`src/rtl/downcnt_timer.sv`:
```
// Loadable down-counter timer with IDLE/RUN/DONE control and a one-cycle terminal-count pulse.
// Define DOWNCNT_AUTORELOAD_EN to reload from the reload register at terminal count (periodic mode).
module downcnt_timer #(
    parameter int unsigned WIDTH = 4
) (
    input  logic             clk,
    input  logic             nrst,
    input  logic             en,
    input  logic             load,
    input  logic [WIDTH-1:0] d,
    input  logic             start,
    output logic [WIDTH-1:0] q,
    output logic             busy,
    output logic             done,
    output logic             tc
);

    typedef enum logic [1:0] {
        ST_IDLE = 2'd0,
        ST_RUN  = 2'd1,
        ST_DONE = 2'd2
    } state_e;

    state_e           state_q, state_d;
    logic [WIDTH-1:0] q_q, q_d;
    logic [WIDTH-1:0] r_q, r_d;
    logic             tc_q, tc_d;

    // State register; reset overrides every other request.
    always_ff @(posedge clk) begin
        if (!nrst) begin
            state_q <= ST_IDLE;
            q_q     <= '0;
            r_q     <= '0;
            tc_q    <= 1'b0;
        end else begin
            state_q <= state_d;
            q_q     <= q_d;
            r_q     <= r_d;
            tc_q    <= tc_d;
        end
    end

    // Next-state and datapath; load wins over start, start over en.
    always_comb begin
        state_d = state_q;
        q_d     = q_q;
        r_d     = r_q;
        tc_d    = 1'b0;
        if (load) begin
            q_d     = d;
            r_d     = d;
            state_d = ST_IDLE;
        end else begin
            case (state_q)
                ST_IDLE: begin
                    if (start) begin
                        if (q_q != '0) begin
                            state_d = ST_RUN;
                        end else begin
                            state_d = ST_DONE;
                            tc_d    = 1'b1;
                        end
                    end
                end
                ST_RUN: begin
                    // A zero count never decrements, so q cannot wrap.
                    if (en && (q_q != '0)) begin
                        if (q_q == WIDTH'(1)) begin
                            tc_d = 1'b1;
`ifdef DOWNCNT_AUTORELOAD_EN
                            if (r_q != '0) begin
                                q_d = r_q;
                            end else begin
                                q_d     = '0;
                                state_d = ST_DONE;
                            end
`else
                            q_d     = '0;
                            state_d = ST_DONE;
`endif
                        end else begin
                            q_d = q_q - WIDTH'(1);
                        end
                    end
                end
                ST_DONE: begin
                    if (start) begin
                        q_d = r_q;
                        if (r_q != '0) begin
                            state_d = ST_RUN;
                        end else begin
                            tc_d = 1'b1;
                        end
                    end
                end
                default: begin
                    state_d = ST_IDLE;
                end
            endcase
        end
    end

    // Outputs decode directly from registered state.
    always_comb begin
        q    = q_q;
        tc   = tc_q;
        busy = (state_q == ST_RUN);
        done = (state_q == ST_DONE);
    end

endmodule

```
`config.mk`:
```
export PLATFORM = sky130hd
export DESIGN_NAME = downcnt_timer
export DESIGN_NICKNAME = d
export VERILOG_FILES = /design/src/rtl/downcnt_timer.sv
export SDC_FILE = /design/constraint.sdc
export NUM_CORES = 1
export LEC_CHECK = 0
export CAP_MARGIN = 40
export CORE_AREA = 3 3 40 42
export CTS_CLUSTER_SIZE = 10
export DETAILED_ROUTE_END_ITERATION = 10
export DIE_AREA = 0 0 43 45
export DONT_BUFFER_PORTS = 1
export PLACE_DENSITY = 0.73
export SYNTH_ARGS = -nofsm -noshare
export SYNTH_HDL_FRONTEND = slang
export SYNTH_SLANG_ARGS = --single-unit
```
`constraint.sdc`:
```
create_clock -name clk -period 1.6 [get_ports clk]
set_input_delay 0.08 -clock clk [delete_from_list [all_inputs] [get_ports clk]]
set_output_delay 0.08 -clock clk [all_outputs]
set_load 0.01 [all_outputs]
```
==> run metrics, run 1 <==
register share of total power=45.3%; crit path time final=1.60 ns; P_leak=0.348 nW; RSZ-0062 raised after global routing=true; Remaining DRCs=0; vias=609; Reg-to-Reg Start=q[0]$_SDFFE_PN0P_; Worst slew margin=70.2%; Setup Viol. Count Final=0; share of layout cells above drive strength 1=23.9%; Yosys top cell area share=34.9%; Gate Count Post-Synth=70; clock power share=26.0%; Placement Rows=13; CTS tree=built; Stages on worst setup path=6; most frequent cells in the layout=dfxtp_1, buf_4, nor2b_1, dlygate4sd3_1; wire per inst=15.2 um; measured slew at the worst slew-check pin=0.443 ns; Die ar.=1940 um2; CP arrival=1.75 ns; setup ws final=0.00222 ns; register area share after synthesis=34.9%; Hold Path Class=primary input to flop; Core Util, Final=64.9%; worst r2r dst=q[3]$_SDFFE_PN0P_; clk_skew=0.00535 ns; most common cell after layout, fill and taps aside=dfxtp_1; FF-to-FF setup slack=0.002 ns; TritonCTS buffer count=3; initial core utilization=49.2%; ANT cells=0; Hold Vio Cnt, Final=0; GPL Wtd Cong=0.759; worst slack, placed=-0.00445 ns; Layout Nets=101; Final Non-Filler Cells=103; crit path capture=q[3]$_SDFFE_PN0P_; growth of design area from synthesis to finish=32.1%; setup TNS=0 ns; clk_lat worst skew=0.27 ns; largest area contributor in the netlist=dfxtp_1; post-DP HPWL=1.08 mm; final WL=1.56 mm; combinational fraction of design power=28.6%; Worst Setup SP=q[0]$_SDFFE_PN0P_; sw power=201 uW; drt pass-1 iters=4; Max Cap Violations=0; number of port buffers=0; Post-Syn Nets=82; chip height=45 um; syn_area_per_cell=9.03 um2; Max FO, Critical Path=7; Yosys reg bits=11; Synth cell types=30; GRT Total Usage=18.0%; Final Max Slew Viols=0; clock root buffer=clkbuf_4; CP endpoint kind=flop; synth warn=0; GRT overflow=0; crit-path cells=inv_2 > ha_4 > or3b_4 > a311o_1 > nand2_1 > o22ai_2; WP data required=1.75 ns; DR iter-0 viols=23; critical path buffer and inverter count=1; Netlist Area Pre-Place=632 um2; placed cell count=91; crit share post-route=99.9%; worst vdd ir=626 uV; antenna violation net count after detailed routing=0; antenna violations before repair=0; Sink Count=11; PD cells=843 nW/um2; Slowest-stage cell, CP=or3b_4; average vias per placed instance=5.91; Core Area=1280 um2; CTS max path bufs=2; delay-heaviest family, CP=simple AND/OR/NAND/NOR gates; worst r2r path cells=6; critical path's largest stage delay=0.37 ns; H-tree Lvls=1; top post-synthesis cells by area=dfxtp_1, mux2i_1, nor2b_1; IO Pins=16; crit path launch type=flop; vias in the first global route=554; largest net degree at the start of global routing=12; first-pass GRT wire length=2.58 mm; crit path kind=flop to flop; sw frac=28.6%; Pint=502 uW; Max Freq=626 MHz; clk slew on worst S/H paths=0.07 ns; filler instances=108; status=finished clean; die width=43 um
## cell type report
| cell class | instances | area (um2) | area share, % |
|---|---|---|---|
| multi-input cells | 54 | 419 | 50.2 |
| flip-flops and latches | 11 | 221 | 26.5 |
| repair buffers | 16 | 138 | 16.5 |
| clock buffers | 4 | 26.3 | 3.15 |
| well taps | 15 | 18.8 | 2.25 |
| inverters | 3 | 11.3 | 1.35 |
## registers in the layout, indices dropped and copies added, names as in the netlist
signal	cells
r_q	4
state_q	2
tc	1
q	4
## Yosys cell counts (all sizes together)
cell type / n
o22ai: 2
a32o: 1
o32ai: 1
nand3b: 1
or3b: 1
dfxtp: 11
nand4: 1
ha: 3
and3b: 2
nor3: 2
mux2i: 5
and2b: 1
buf: 1
clkbuf: 1
a222oi: 3
a21boi: 2
nand2b: 1
o31ai: 1
nor4: 1
or3: 1
inv: 3
a21oi: 3
nor3b: 2
a311o: 1
nor2b: 7
o21ai: 3
nand2: 5
nor2: 3
o211ai: 1
## power groups by stage
| stage | logic (mW) | registers [mW] | clock network, mW |
|---|---|---|---|
| after floorplan | 0.113 | 0.326 | 0 |
| final | 0.201 | 0.319 | 0.183 |
| after CTS | 0.188 | 0.316 | 0.193 |
| after global routing | 0.224 | 0.322 | 0.202 |
| after global placement | 0.166 | 0.322 | 0 |
| after detailed placement | 0.169 | 0.323 | 0 |
## worst min path at each step
stage | end | slack, ns | startpoint | depth (start not counted)
2_1_floorplan | tc$_SDFF_PP0_ | 0.23 | start | 2
3_3_place_gp | r_q[0]$_SDFFE_PN0P_ | 0.21 | nrst | 1
3_5_place_dp | r_q[1]$_SDFFE_PN0P_ | 0.22 | nrst | 1
4_1_cts | q[2]$_SDFFE_PN0P_ | 0.02 | nrst | 2
5_1_grt | tc$_SDFF_PP0_ | 0.04 | nrst | 2
6_report | q[1]$_SDFFE_PN0P_ | 0.02 | d[1] | 2
## repair_timing
action                     in CTS  in global routing
hold buffers                    7                  0
pin swaps                       0                  3
resized for setup               1                  6
hold endpoints to repair        9                  0
setup endpoints to repair       2                  5
buffers inserted                0                  1
## cell families after synthesis
| logic type | Yosys count | share of synthesized area, % |
|---|---|---|
| multiplexers | 5 | 7.92 |
| adder cells (fa/ha/maj) | 3 | 5.94 |
| AND/OR/NAND/NOR | 28 | 26.5 |
| flip-flops | 11 | 34.9 |
| AO/OA/AOI/OAI | 18 | 21.8 |
| buffers and inverters | 5 | 2.97 |
## through the flow
step                      area [um2]  power (mW)  hold slack, ns
after floorplan                  633       0.440           0.227
after global placement           704       0.488           0.214
after detailed placement         704       0.491           0.216
after CTS                        801       0.697          0.0171
after global routing             835       0.748          0.0384
final                            835       0.703          0.0215
## layer usage
layer  vias to the layer above  GRT usage, %  part of all wire (%)
li1                        298             -                     -
met5                         -             0                     0
met3                         0          7.17                   8.3
met1                       279          24.1                    43
met2                        32          25.7                    48
met4                         0          7.23                     0
(Power assumes the default switching activity.)
==> run 2, diff against run 1 <==
- ABC_AREA: default -> 1
- PLACE_DENSITY: 0.73 -> 0.79
- clock period: 1.6 -> 1.76 ns (I/O delays scaled with it)
==> run 2 against run 1 <==
Clock skew fell by 0.0027 ns. Maximum frequency increased by 12%. Worst setup slack better by 0.33 ns. Core utilization fell by 2.1 points. Via count increased by 16%. Critical path type unchanged. Critical endpoint is now q[2]$_SDFFE_PN0P_. Largest cell class unchanged.
==> run metrics, run 2 <==
RSZ-0062 raised after global routing=false; initial core utilization=56.6% (+7.4 points); TritonCTS buffer count=3 (unchanged); vias in the first global route=612 (+10%); DP Area=741 um2 (+5.2%); Worst Setup SP=q[0]$_SDFFE_PN0P_; Synth cell types=18 (-40%); chip height=45 um (unchanged); Post-synth ARST share=0% (unchanged); clock power share=26.4% (+0.4 points); GRT Total Usage=18.1% (+0.17 points); Remaining DRCs=0 (unchanged); crit path kind=flop to flop; Reg-to-Reg Start=q[0]$_SDFFE_PN0P_; dominant synthesized flop cell=dfxtp_1; register area share after synthesis=30.3% (-4.6 points); drt pass-1 iters=4 (unchanged); growth of design area from synthesis to finish=11.0%; top post-synthesis cells by area=dfxtp_1, nand2_1, nor2_1; Setup Viol. Count Final=0 (unchanged); wire per inst=10.8 um (-29%); sw frac=32.6% (+4.0 points); Hold Path Class=primary input to flop; clk_skew=0.00264 ns (-0.00272 ns); H-tree Lvls=1 (unchanged); Sink Count=11 (unchanged); Post-synth top cells=nand2_1, nor2_1, inv_1; vias=708 (+16%); Layout Nets=136 (+35%); die width=43 um (unchanged); setup TNS=0 ns (unchanged); P_leak=0.391 nW (+12%); crit path launch type=flop; first-pass GRT wire length=2.62 mm (+1.4%); crit share post-route=80.9% (-19 points); Hold Vio Cnt, Final=0 (unchanged); combinational fraction of design power=26.3% (-2.3 points); average vias per placed instance=5.13 (-13%); total power=618 uW (-12%); Placement Rows=13 (unchanged); synth warn=0 (unchanged); CP arrival=1.59 ns (-0.16 ns); number of synthesized flops with an enable pin=0 (unchanged); antenna violation net count after detailed routing=0 (unchanged); Post-Syn Nets=128 (+56%); syn_area_per_cell=6.27 um2 (-31%); Yosys top cell area share=30.3% (-4.6 points); Final Non-Filler Cells=138 (+34%); CP endpoint kind=flop; Core Area=1280 um2 (unchanged); Max Cap Violations=0 (unchanged); register share of total power=47.3% (+2.0 points); WP data required=1.92 ns (+0.17 ns); share of layout cells above drive strength 1=8.94% (-15 points); GPL Wtd Cong=0.830 (+9.4%); status=finished clean; ANT cells=0 (unchanged); most frequent cells in the layout=nand2_1, nor2_1, inv_1; sw power=202 uW (+0.14%); final WL=1.49 mm (-4.4%); Pint=417 uW (-17%); DR iter-0 viols=22 (-4.3%); worst vdd ir=533 uV (-15%); post-DP HPWL=1.17 mm (+8.8%); Gate Count Post-Synth=116 (+66%); CTS max path bufs=2 (unchanged); filler instances=112 (+3.7%); # Post-CTS Setup Buffers=0 (unchanged); PD cells=766 nW/um2 (-9.1%); GRT overflow=0 (unchanged); measured slew at the worst slew-check pin=0.280 ns (-0.163 ns); CTS tree=built; clock root buffer=clkbuf_4; clk_lat worst skew=0.26 ns (about the same); Max FO, Critical Path=5 (-2); Final Max Slew Viols=0 (unchanged); Layout Cell Area excl Fill=807 um2 (-3.3%); clk slew on worst S/H paths=0.06 ns (about the same); antenna violations before repair=0 (unchanged); Die ar.=1940 um2 (unchanged); placed cell count=130 (+43%); hold path startpoint=d[3]; Worst slew margin=81.3% (+11 points); Max Freq=703 MHz (+12%); crit path time final=1.42 ns (-0.174 ns); Yosys reg bits=11 (unchanged); number of port buffers=0 (unchanged); top-count cell post-synth=nand2_1; Min Hold Slack=0.00352 ns (-0.0180 ns); largest area contributor in the netlist=dfxtp_1; IO Pins=16 (unchanged); Netlist Area Pre-Place=727 um2 (+15%); most common cell after layout, fill and taps aside=nand2_1; largest net degree at the start of global routing=9 (-3)
-- run 2: cell types whose count changed after synthesis, moves of 3 or more --
cell | before | now
nor2b_1 | 7 | 0
nand2_1 | 5 | 29
inv_2 | 0 | 3
mux2i_1 | 5 | 0
nand3_1 | 0 | 10
nor2_1 | 3 | 22
inv_1 | 3 | 17
a222oi_1 | 3 | 0
-- run 2: final timing paths --
check / endpoint / slack (ns) / cells past startpoint
max: q[2]$_SDFFE_PN0P_ / 0.34 / 8
min: r_q[3]$_SDFFE_PN0P_ / 0.004 / 2
max reg2reg: q[2]$_SDFFE_PN0P_ / 0.34 / 8
min reg2reg: r_q[0]$_SDFFE_PN0P_ / 0.50 / 2
-- run 2: final cells by class --
cell class	instances	area, um2	area share, %
Clock buffer	4	26.3	3.26
Inverter	20	75.1	9.30
Multi-Input combinational cell	84	427	52.9
Sequential cell	11	220	27.3
Tap cell	15	18.8	2.33
Timing Repair Buffer	4	40.0	4.96
-- run 2: what timing repair did --
item,CTS,global route
resized for setup,0,0
endpoints found under the setup margin,0,0
endpoints found under the hold margin,7,0
hold buffers,4,0
-- run 2: metrics by stage --
stage / utilization [%] / setup slack [ns]
final: 62.8 / 0.337
after detailed placement: 57.6 / 0.330
after global routing: 62.8 / 0.178
after global placement: 57.6 / 0.365
after floorplan: - / 0.448
after CTS: 62.8 / 0.323
-- run 2: cell families (layout without fill, tap and decap cells) --
| kind of cell | after synthesis | count (layout) | synth area share [%] |
|---|---|---|---|
| flip-flops | 11 | 11 | 30.3 |
| AND/OR/NAND/NOR | 69 | 69 | 43.7 |
| AO/OA/AOI/OAI | 12 | 12 | 9.81 |
| adder cells (fa/ha/maj) | 3 | 3 | 5.16 |
| buffers and inverters | 21 | 28 | 11.0 |
-- run 2: per-layer routing --
| layer | global-route usage, % | routed length (um) |
|---|---|---|
| met5 | 0 | 0 |
| met4 | 9.04 | 32 |
| met3 | 3.98 | 94 |
| met2 | 26.9 | 669 |
| met1 | 24.9 | 697 |
-- run 2: power by group through the flow --
| stage | clock network, mW | logic, mW | registers (mW) |
|---|---|---|---|
| CTS | 0.170 | 0.163 | 0.292 |
| floorplan | 0 | 0.131 | 0.293 |
| global placement | 0 | 0.152 | 0.298 |
| finish | 0.163 | 0.163 | 0.292 |
| global route | 0.181 | 0.189 | 0.294 |
| detailed placement | 0 | 0.154 | 0.298 |
-- run 2: worst max-delay path, cell delays in order, from the launching register on --
cell and delay (ns):
dfxtp_1 0.42, inv_1 0.14, ha_1 0.23, nand2_1 0.15
nand3_4 0.11, nand2_2 0.09, inv_1 0.05, nor2_1 0.09
nor2_1 0.04
